`src/rtl/revelador_tablero_if.sv`:
```
// rtl/revelador_tablero_if.sv - board-reveal request/write-back bus
interface revelador_tablero_if;
    logic [7:0][7:0][6:0] tablero;
    logic                 iniciar;
    logic [2:0]           i_sel;
    logic [2:0]           j_sel;
    logic                 escribir;
    logic [2:0]           i_esc;
    logic [2:0]           j_esc;
    logic [6:0]           celda_esc;
    logic                 ocupado;
    logic                 listo;
    logic                 bomba_hallada;
    logic [6:0]           casillas_reveladas;

    modport master (
        output tablero, iniciar, i_sel, j_sel,
        input  escribir, i_esc, j_esc, celda_esc, ocupado, listo,
               bomba_hallada, casillas_reveladas
    );

    modport slave (
        input  tablero, iniciar, i_sel, j_sel,
        output escribir, i_esc, j_esc, celda_esc, ocupado, listo,
               bomba_hallada, casillas_reveladas
    );
endinterface

```
`src/rtl/revelador_tablero.sv`:
```
// rtl/revelador_tablero.sv - minesweeper cell reveal with raster flood-fill passes
module revelador_tablero (
    input  logic                 clk,
    input  logic                 rst,
    revelador_tablero_if.slave   bus
);
    typedef enum logic [2:0] {IDLE, CARGA, SEL, BARRIDO, FIN} estado_t;

    localparam logic [63:0] COL0 = 64'h0101010101010101;
    localparam logic [63:0] COL7 = 64'h8080808080808080;

    estado_t              r_estado, w_estado;
    logic [7:0][7:0][6:0] r_board, w_board;
    logic [63:0]          r_mask, w_mask;
    logic [2:0]           r_i, w_i, r_j, w_j;
    logic                 r_cambio, w_cambio;
    logic                 r_escribir, w_escribir;
    logic [2:0]           r_i_esc, w_i_esc, r_j_esc, w_j_esc;
    logic [6:0]           r_celda_esc, w_celda_esc;
    logic                 r_ocupado, w_ocupado;
    logic                 r_listo, w_listo;
    logic                 r_bomba, w_bomba;
    logic [6:0]           r_cuenta, w_cuenta;

    logic [63:0]          w_mask_carga;
    logic [63:0]          w_abierto;
    logic [63:0]          w_vecino;
    logic [6:0]           w_celda;
    logic [5:0]           w_idx;
    logic                 w_revela;

    // Bit i*8+j of every 64-bit vector is cell (i,j); w_abierto marks revealed empty cells
    for (genvar gi = 0; gi < 8; gi++) begin : g_fila
        for (genvar gj = 0; gj < 8; gj++) begin : g_col
            assign w_mask_carga[gi*8+gj] = bus.tablero[gi][gj][5];
            assign w_abierto[gi*8+gj]    = r_mask[gi*8+gj] & ~r_board[gi][gj][6]
                                         & (r_board[gi][gj][3:0] == 4'd0);
        end
    end

    // Shifted copies bring each neighbour onto its cell; column masks stop j=7 <-> j=0 wrap
    assign w_vecino = ((w_abierto >> 1) & ~COL7) | ((w_abierto << 1) & ~COL0)
                    |  (w_abierto >> 8)          |  (w_abierto << 8)
                    | ((w_abierto >> 9) & ~COL7) | ((w_abierto >> 7) & ~COL0)
                    | ((w_abierto << 7) & ~COL7) | ((w_abierto << 9) & ~COL0);

    assign w_idx    = {r_i, r_j};
    assign w_celda  = r_board[r_i][r_j];
    assign w_revela = ~r_mask[w_idx] & ~w_celda[6] & ~w_celda[4] & w_vecino[w_idx];

    always_comb begin
        w_estado    = r_estado;
        w_board     = r_board;
        w_mask      = r_mask;
        w_i         = r_i;
        w_j         = r_j;
        w_cambio    = r_cambio;
        w_escribir  = 1'b0;
        w_i_esc     = r_i_esc;
        w_j_esc     = r_j_esc;
        w_celda_esc = r_celda_esc;
        w_bomba     = r_bomba;
        w_cuenta    = r_cuenta;
        case (r_estado)
            IDLE: begin
                if (bus.iniciar) begin
                    w_i      = bus.i_sel;
                    w_j      = bus.j_sel;
                    w_cuenta = 7'd0;
                    w_bomba  = 1'b0;
                    w_estado = CARGA;
                end
            end
            CARGA: begin
                w_board  = bus.tablero;
                w_mask   = w_mask_carga;
                w_estado = SEL;
            end
            SEL: begin
                if (w_celda[4] | w_celda[5]) begin
                    w_estado = FIN;
                end else begin
                    w_escribir  = 1'b1;
                    w_i_esc     = r_i;
                    w_j_esc     = r_j;
                    w_celda_esc = w_celda | 7'h20;
                    w_cuenta    = r_cuenta + 7'd1;
                    if (w_celda[6]) begin
                        w_bomba  = 1'b1;
                        w_estado = FIN;
                    end else begin
                        w_mask = r_mask | (64'd1 << w_idx);
                        if (w_celda[3:0] != 4'd0) begin
                            w_estado = FIN;
                        end else begin
                            w_i      = 3'd0;
                            w_j      = 3'd0;
                            w_cambio = 1'b0;
                            w_estado = BARRIDO;
                        end
                    end
                end
            end
            BARRIDO: begin
                if (w_revela) begin
                    w_escribir  = 1'b1;
                    w_i_esc     = r_i;
                    w_j_esc     = r_j;
                    w_celda_esc = w_celda | 7'h20;
                    w_cuenta    = r_cuenta + 7'd1;
                    w_mask      = r_mask | (64'd1 << w_idx);
                    w_cambio    = 1'b1;
                end
                {w_i, w_j} = w_idx + 6'd1;
                if (w_idx == 6'd63) begin
                    if (r_cambio | w_revela) begin
                        w_cambio = 1'b0;
                    end else begin
                        w_estado = FIN;
                    end
                end
            end
            FIN:     w_estado = IDLE;
            default: w_estado = IDLE;
        endcase
        w_listo   = (w_estado == FIN);
        w_ocupado = (w_estado != IDLE);
    end

    always_ff @(posedge clk or negedge rst) begin
        if (!rst) begin
            r_estado    <= IDLE;
            r_board     <= '0;
            r_mask      <= '0;
            r_i         <= 3'd0;
            r_j         <= 3'd0;
            r_cambio    <= 1'b0;
            r_escribir  <= 1'b0;
            r_i_esc     <= 3'd0;
            r_j_esc     <= 3'd0;
            r_celda_esc <= 7'd0;
            r_ocupado   <= 1'b0;
            r_listo     <= 1'b0;
            r_bomba     <= 1'b0;
            r_cuenta    <= 7'd0;
        end else begin
            r_estado    <= w_estado;
            r_board     <= w_board;
            r_mask      <= w_mask;
            r_i         <= w_i;
            r_j         <= w_j;
            r_cambio    <= w_cambio;
            r_escribir  <= w_escribir;
            r_i_esc     <= w_i_esc;
            r_j_esc     <= w_j_esc;
            r_celda_esc <= w_celda_esc;
            r_ocupado   <= w_ocupado;
            r_listo     <= w_listo;
            r_bomba     <= w_bomba;
            r_cuenta    <= w_cuenta;
        end
    end

    assign bus.escribir           = r_escribir;
    assign bus.i_esc              = r_i_esc;
    assign bus.j_esc              = r_j_esc;
    assign bus.celda_esc          = r_celda_esc;
    assign bus.ocupado            = r_ocupado;
    assign bus.listo              = r_listo;
    assign bus.bomba_hallada      = r_bomba;
    assign bus.casillas_reveladas = r_cuenta;
endmodule

```
`src/flat_wrapper.sv`:
```
// flat-port wrapper written by rule: the top's interface ports become plain ports
module revelador_tablero_flat 
  (clk, rst, bus_tablero, bus_iniciar, bus_i_sel, bus_j_sel, bus_escribir, bus_i_esc, bus_j_esc, bus_celda_esc, bus_ocupado, bus_listo, bus_bomba_hallada, bus_casillas_reveladas);
  revelador_tablero_if bus_i ();
  input  logic clk;
  input  logic rst;
  input wire logic [$bits(bus_i.tablero)-1:0] bus_tablero;
  input wire logic [$bits(bus_i.iniciar)-1:0] bus_iniciar;
  input wire logic [$bits(bus_i.i_sel)-1:0] bus_i_sel;
  input wire logic [$bits(bus_i.j_sel)-1:0] bus_j_sel;
  output wire logic [$bits(bus_i.escribir)-1:0] bus_escribir;
  output wire logic [$bits(bus_i.i_esc)-1:0] bus_i_esc;
  output wire logic [$bits(bus_i.j_esc)-1:0] bus_j_esc;
  output wire logic [$bits(bus_i.celda_esc)-1:0] bus_celda_esc;
  output wire logic [$bits(bus_i.ocupado)-1:0] bus_ocupado;
  output wire logic [$bits(bus_i.listo)-1:0] bus_listo;
  output wire logic [$bits(bus_i.bomba_hallada)-1:0] bus_bomba_hallada;
  output wire logic [$bits(bus_i.casillas_reveladas)-1:0] bus_casillas_reveladas;
  assign bus_i.tablero = bus_tablero;
  assign bus_i.iniciar = bus_iniciar;
  assign bus_i.i_sel = bus_i_sel;
  assign bus_i.j_sel = bus_j_sel;
  assign bus_escribir = bus_i.escribir;
  assign bus_i_esc = bus_i.i_esc;
  assign bus_j_esc = bus_i.j_esc;
  assign bus_celda_esc = bus_i.celda_esc;
  assign bus_ocupado = bus_i.ocupado;
  assign bus_listo = bus_i.listo;
  assign bus_bomba_hallada = bus_i.bomba_hallada;
  assign bus_casillas_reveladas = bus_i.casillas_reveladas;
  revelador_tablero u_core (.clk(clk), .rst(rst), .bus(bus_i));
endmodule
```
`config.mk`:
```
export PLATFORM = sky130hd
export DESIGN_NAME = revelador_tablero_flat
export DESIGN_NICKNAME = d
export VERILOG_FILES = /design/src/rtl/revelador_tablero_if.sv /design/src/rtl/revelador_tablero.sv /design/src/flat_wrapper.sv
export SDC_FILE = /design/constraint.sdc
export NUM_CORES = 1
export LEC_CHECK = 0
export ABC_AREA = 1
export CAP_MARGIN = 20
export CORE_MARGIN = 1
export CORE_UTILIZATION = 54
export CTS_CLUSTER_DIAMETER = 60
export DETAILED_ROUTE_END_ITERATION = 6
export MAX_ROUTING_LAYER = met4
export PLACE_DENSITY_LB_ADDON = 0.12
export SLEW_MARGIN = 25
export SYNTH_ARGS = -nofsm -noshare
export SYNTH_HDL_FRONTEND = slang
export SYNTH_SLANG_ARGS = --single-unit
```
`constraint.sdc`:
```
create_clock -name clk -period 3.2 [get_ports clk]
set_input_delay 0.48 -clock clk [delete_from_list [all_inputs] [get_ports clk]]
set_output_delay 0.48 -clock clk [all_outputs]
set_load 0.005 [all_outputs]
```
# After elaboration in Yosys (flattened, before gate mapping)

Cells that the tools add are included.
Widths: inputs -> output; s select.

Word-level logic and storage cells: 432
Memories kept: 0
Bits in latches: 0
Output and inout bits: 24
Memory bits (writable): 0
Register bits after elaboration: 546
ROM bits: 0
Input port bits: 457

$add $sub $neg: 2
Muxes and demuxes: 53
$mul: 0
Reductions and logical operators: 77
Shift operators: 1
Eq/ne operators: 11
Order comparisons: 3
Bitwise operators: 208
Div/mod/pow operators: 0

Operators by type and width:

| cell                 | count |
|---|---|
| $logic_not 4->1      | 64 |
| $mux 64              | 3 |
| $or 64x64->64        | 3 |
| $pmux 64 s3          | 1 |
| $bmux 56 s3          | 1 |
| $and 1x1->1          | 131 |
| $or 64x56->64        | 2 |
| $not 1->1            | 67 |
| $or 63x64->64        | 1 |
| $or 64x55->64        | 1 |
| $or 64x63->64        | 1 |
| $shl 1x6->64 const A | 1 |
| $mux 56              | 1 |
| $mux 3               | 15 |
| $mux 7               | 6 |
| $bmux 7 s3           | 1 |
| $pmux 7 s3           | 1 |
| $pmux 3 s3           | 2 |
| $reduce_and 4->1     | 4 |
| $pmux 7 s2           | 1 |
| $mux 1               | 13 |
| $bmux 1 s6           | 2 |
| $pmux 3 s2           | 2 |
| $pmux 3 s4           | 1 |
| 18 further kinds     | 30 |

# Depth between registers and ports, before layout

Word-level depth: 18
Depth in mapped cells: 22
Gate-level depth less buffers: 22

# Least setup slack after synthesis

Ideal clock, no wire load.

Kind: register to register
Start: register u_core.r_i[0]
End: register u_core.r_j[0]
Path slack: 906 ps
Setup time: 124 ps
Buffers on the path: 5
Data required time: 3076 ps
Data arrival time: 2170 ps
Period minus slack after synthesis: 2294 ps
Cell stages (with the launch flop): 20
Path through: dfrtp_1 > buf_6 > buf_6 > buf_6 > buf_6 > buf_6 > o21ai_0 > nand3_1 > o211ai_1 > nand2_1 > nand2_1 > nand3_1 > nor2_1 > nand2_1 > nor2_2 > nand2_1 > nand2_4 > nand2_4 > nand2_1 > o21ai_1

Longest elaborated chain between the ends: 7
Elaborated cells on any way between the ends: 10
Classes of those cells: eq/ne (3); mux (4); bitwise (1); reduce/logical (2)

RTL lines:

| element                                                | line                                             | RTL |
|---|---|---|
| start, declared                                        | revelador_tablero.sv:15                          | `logic [2:0] r_i, w_i, r_j, w_j;` |
| start signal, assigned                                 | revelador_tablero.sv:150                         | `r_i <= w_i;` |
| $bmux 56 s3 (*)                                        | revelador_tablero.sv:48                          | `assign w_celda = r_board[r_i][r_j];` |
| $mux 56 (not written as such) (*)                      | revelador_tablero.sv:48                          |  |
| $bmux 7 s3 (*)                                         | revelador_tablero.sv:48                          |  |
| $mux 7 (not written as such) (*)                       | revelador_tablero.sv:48                          |  |
| $reduce_bool 4->1 / $or 1x1->1 (equally long branches) | revelador_tablero.sv:93, revelador_tablero.sv:80 |  |
| $ne 2x2->1 (no source line)                            | --                                               |  |
| $reduce_and 5->1 (no source line) (*)                  | --                                               |  |
| end signal, assigned                                   | revelador_tablero.sv:151                         | `r_j <= w_j;` |
| end, declared                                          | revelador_tablero.sv:15                          |  |

Mark *: on every way between the ends. The rest lies on a longest branch, timed or not. The select of a mux whose other input is x is not followed.
A chain may end at the register's enable or synchronous reset.

# Worst setup path in the final report

Start: register u_core.r_i[0]
End: register u_core.r_ocupado (netlist: u_core.bus.ocupado)

Longest elaborated chain between the ends: 13
Elaborated cells on any way between the ends: 25
Classes of those cells: eq/ne (1); mux (14); bitwise (8); reduce/logical (2)

RTL lines:

| element                       | line                     | RTL |
|---|---|---|
| $bmux 56 s3                   | revelador_tablero.sv:48  |  |
| $mux 56 (not written as such) | revelador_tablero.sv:48  |  |
| $bmux 7 s3                    | revelador_tablero.sv:48  |  |
| $mux 7 (not written as such)  | revelador_tablero.sv:48  |  |
| $not 1->1                     | revelador_tablero.sv:49  | `assign w_revela = ~r_mask[w_idx] & ~w_celda[6] & ~w_celda[4] & w_vecino[w_idx];` |
| $and 1x1->1 (3 in a row)      | revelador_tablero.sv:49  |  |
| $or 1x1->1                    | revelador_tablero.sv:116 | `if (r_cambio \| w_revela) begin` |
| $mux 3                        | revelador_tablero.sv:116 |  |
| $mux 3                        | revelador_tablero.sv:115 | `if (w_idx == 6'd63) begin` |
| $pmux 3 s4 (*)                | revelador_tablero.sv:64  | `case (r_estado)` |
| net u_core.w_estado[2]        | revelador_tablero.sv:12  | `estado_t r_estado, w_estado;` |
| $reduce_bool 3->1 (*)         | revelador_tablero.sv:127 | `w_ocupado = (w_estado != IDLE);` |
| net u_core.w_ocupado          | revelador_tablero.sv:20  | `logic r_ocupado, w_ocupado;` |
| end signal, assigned          | revelador_tablero.sv:157 | `r_ocupado <= w_ocupado;` |
| end, declared                 | revelador_tablero.sv:20  |  |

The timed path passes the listed nets; every way through them passes the cells marked *. The select of a mux whose other input is x is not followed.

==> results.md <==
• complete, but fails checks — result of the run
• design-rule violations — violations in the final reports
• 97.7% — Period Utilization, post-route
• 894 ps — worst-margin pin slew
• 1.08 — weighted congestion at the end of routability-driven global placement
• 13900 um^2 — total area of multi-input combinational cells
• 0 — Final Hold Viols
• 3 — number of buffers on the longest clock path
• sky130_fd_sc_hd__nor2_1 — most frequent standard cell in the layout excluding fill and tap cells
• yes — clock tree from TritonCTS
• 18.7% — share of final-layout standard cells stronger than drive strength 1
• 3130 ps — fin crit period
• 3680 ps — Critical Path RT
• 1120 nW/um^2 — pwr/cell area
• 53100 um^2 — floorplan core area
• 28.6% — area growth from synthesis to final layout
• 18 — depth of the most critical reg-to-reg path
• 1 — DRC violation count after routing
• 58 — Num CTS Buffers
• 0 — count of flip-flops with a built-in enable after synthesis
• 28400 — via count of the routed design
• 42 — number of different library cells in the post-synthesis netlist
• 235 um — horizontal die dimension
• 20.7 ps — clock skew
• 0 — Synth warnings
• 640 ps — insertion delay to the later sink of the worst-skew pair
• simple AND/OR/NAND/NOR gates — CP top delay family
• 690 uV — maximum VDD drop
• 2 — count of H-tree levels built during CTS
• 3485 — violation count after the first detailed-route iteration
• 104 — maximum number of pins on one net before global-route repair
• 100% — fraction of synthesis flops using an asynchronous set or reset pin
• in2async — path class of the lowest-slack min-delay path
• 40.4% — Slew Limit Headroom
• sky130_fd_sc_hd__dfrtp_1, sky130_fd_sc_hd__mux2_2, sky130_fd_sc_hd__nor2_1 — largest cells by area after synthesis
• 0 — number of setup violations in the final report
• 84 — Cell Rows
• 28000 — via count of the first global-routing pass
• 0 — sum of overflow across all layers after global routing
• 480 — input/output buffers
• 60 ps — Worst-path clk slew
• 8.94 um^2 — Mapped Avg Cell Area
• 43.5% — Switching Fraction
• 83800 um — detailed-placement wirelength estimate
• u_core.r_i[0] — Crit Reg-Reg Startpoint
• 3610 ps — endpoint arrival time on the critical path
• 55100 um^2 — floorplan die area
• 0 — final antenna-violating net count
• 18.3 mW — switching pwr
• 171000 um — global-route wire length before repair
• 23.8 mW — design internal power
• buf_4 -> buf_12 -> o21ai_0 -> o221ai_1 -> buf_4 -> nand3_1 -> nand3_1 -> nand3_1 -> nand3_1 -> nor2_1 -> nand2_1 -> nor2_2 -> nand2_1 -> nand2_4 -> buf_4 -> nand2_2 -> inv_1 -> nand3_1 — chain of cells forming the critical path
• 1 — number of antenna violations at the first check in global routing
• 115000 um — wire length after detailed routing
• 560 ps — delay contributed by the slowest stage of the critical path
• 32.0% — power share of the sequential group
• sky130_fd_sc_hd__clkbuf_16 — clock root buffer
• sky130_fd_sc_hd__nor2_1, sky130_fd_sc_hd__dfrtp_1, sky130_fd_sc_hd__clkdlybuf4s50_1 — leading cell types in the layout, fill and taps excluded
• 235 um — overall die height
• 481 — boundary pin count
• reg2reg — worst setup path category
• 320 MHz — fmax
• 29300 um^2 — Post-Synthesis Cell Area
• 25.7 um — WL/cell
• 7 — Initial DRT Pass Iterations
• 5 — Bufs and invs on worst path
• 55.1% — initial core utilization
• 0 ps — summed negative setup slack over all endpoints
• flop — endpoint type of the worst setup path
• 46.7% — sequential fraction of the synthesis area
• u_core.bus.ocupado — endpoint of the lowest-slack register-to-register path
• 3737 — Mapped Nets
• 17.7% — part of the power in the clock network
• 0 — number of violations of the max-capacitance limit
• 3273 — Mapped Cells
• sky130_fd_sc_hd__nand3_1 — most used cell along the critical path
• 70 ps — minimum setup slack among reg-to-reg paths
• no — RSZ-0062 raised after global routing
• 13700 um^2 — Storage cell area
• 42.1% — total global-route track usage
• 4196 — Nets
• 6.35 — ratio of routed vias to standard cells
• 44 — critical path peak fanout
• sky130_fd_sc_hd__dfrtp_4 — worst-path cell with the longest stage delay
• sky130_fd_sc_hd__dfrtp_1 — cell type with the largest total area after synthesis
• 50.2% — Gate power share
• 16.5 nW — leakage power summed over all cells
• 46.7% — area share of the leading cell type in the synthesized netlist
• 0 — Max Slew Vio Count
• 546 — #FFs+latches synth
• flop — startpoint type of the worst setup path
• 546 — TritonCTS sink count
• 3954 — FILL cells
• 444 ps — final worst hold slack
• sky130_fd_sc_hd__dfrtp_1 — Primary FF master, synth
how the worst max path moves through the flow:
stage | startpoint | end | slack [ps] | cells past startpoint
2_1_floorplan | u_core.r_i[0] | u_core.r_j[0] | 910 | 19
3_3_place_gp | u_core.r_i[1] | u_core.bus.j_esc[2] | 150 | 19
3_5_place_dp | u_core.r_i[1] | u_core.bus.i_esc[2] | 120 | 19
4_1_cts | u_core.r_i[0] | u_core.bus.i_esc[2] | 30 | 17
5_1_grt | u_core.r_i[0] | u_core.bus.ocupado | 0.09 | 18
6_report | u_core.r_i[0] | u_core.bus.ocupado | 70 | 18
worst reg2reg max path: cells and delay by family (launching register included):
| family | cells | cell delay (ps) |
|---|---|---|
| AND/OR/NAND/NOR | 11 | 1230 |
| buffers and inverters | 5 | 770 |
| AO/OA/AOI/OAI | 2 | 420 |
| flip-flops | 1 | 560 |
power by group through the flow:
stage	sequential, mW	combinational, mW	clock, mW
finish	13.5	21.2	7.47
global route	13.8	22.5	7.79
CTS	13.3	20.2	7.49
detailed placement	13.4	20.0	0
global placement	13.2	19.6	0
floorplan	12.1	13.5	0
per-stage QoR:
stage / area, um^2 / util (%) / instances / worst slack [ps] / total power, mW
after floorplan: 29300 / - / 3273 / 906 / 25.6
after global placement: 35200 / 66.4 / 4348 / 150 / 32.8
after detailed placement: 35200 / 66.4 / 4348 / 118 / 33.4
after CTS: 37400 / 70.4 / 4455 / 28.3 / 41.0
after global routing: 37600 / 70.9 / 4467 / 0.0895 / 44.0
final: 37600 / 70.9 / 4468 / 74.4 / 42.1
cell type report:
cell class / count / area share [%]
Multi-Input combinational cell: 2357 / 37.0
Sequential cell: 546 / 36.4
Timing Repair Buffer: 623 / 17.2
Clock buffer: 85 / 4.61
Tap cell: 688 / 2.29
Inverter: 145 / 1.53
Clock inverter: 21 / 1.01
Timing Repair inverter: 1 / 0.0233
Antenna cell: 2 / 0.0133
synth_stat cells (7+ instances only):
cell	n
sky130_fd_sc_hd__o221ai_1	70
sky130_fd_sc_hd__nand2_1	403
sky130_fd_sc_hd__nand4_1	77
sky130_fd_sc_hd__nand3_1	189
sky130_fd_sc_hd__clkbuf_1	117
sky130_fd_sc_hd__inv_1	131
sky130_fd_sc_hd__o21ai_2	16
sky130_fd_sc_hd__o211ai_1	37
sky130_fd_sc_hd__mux2_2	408
sky130_fd_sc_hd__a21oi_1	94
sky130_fd_sc_hd__a31oi_1	44
sky130_fd_sc_hd__o21ai_1	85
sky130_fd_sc_hd__nand2_2	7
sky130_fd_sc_hd__inv_2	9
sky130_fd_sc_hd__ha_1	7
sky130_fd_sc_hd__buf_2	46
sky130_fd_sc_hd__o22ai_1	24
sky130_fd_sc_hd__buf_4	16
sky130_fd_sc_hd__nor2_1	595
sky130_fd_sc_hd__o21ai_0	267
sky130_fd_sc_hd__dfrtp_1	546
sky130_fd_sc_hd__buf_6	28
sky130_fd_sc_hd__buf_1	15
kinds of logic (layout without fill, tap and decap cells):
family / count (synthesis) / after routing / share of synthesized area [%]
buffers and inverters: 370 / 875 / 5.90
muxes: 408 / 408 / 15.7
and+or+nand+nor: 1292 / 1292 / 18.4
other: 0 / 2 / 0
xor gates and xnor gates: 4 / 4 / 0.120
adders and majority gates: 7 / 7 / 0.299
DFF: 546 / 546 / 46.7
AOI/OAI and AO/OA: 646 / 646 / 12.9
per-layer routing:
metal  GRT usage, %  up-vias  part of all wire (%)
li1               -    12200                     -
met1           54.5    13900                    39
met2           63.9     1887                    46
met3           8.60      344                    10
met4           18.7        0                   4.8
met5              -        -                     0
flip-flops by register name, indices dropped and copies added (netlist names), 3 cells and up:
signal / count
u_core.bus.j_esc: 3
u_core.bus.celda_esc: 7
u_core.bus.casillas_reveladas: 7
u_core.r_board: 448
u_core.r_i: 3
u_core.r_estado: 3
u_core.r_j: 3
u_core.bus.i_esc: 3
u_core.r_mask: 64
repair_timing:
| item | in CTS | in global routing |
|---|---|---|
| endpoints found under the setup margin | 0 | 88 |
| gates resized for setup | 0 | 22 |
| setup buffers | 0 | 6 |
| hold buffers | 1 | 0 |
| hold endpoints to repair | 71 | 0 |
No activity file was read; power rests on OpenSTA's default activity.
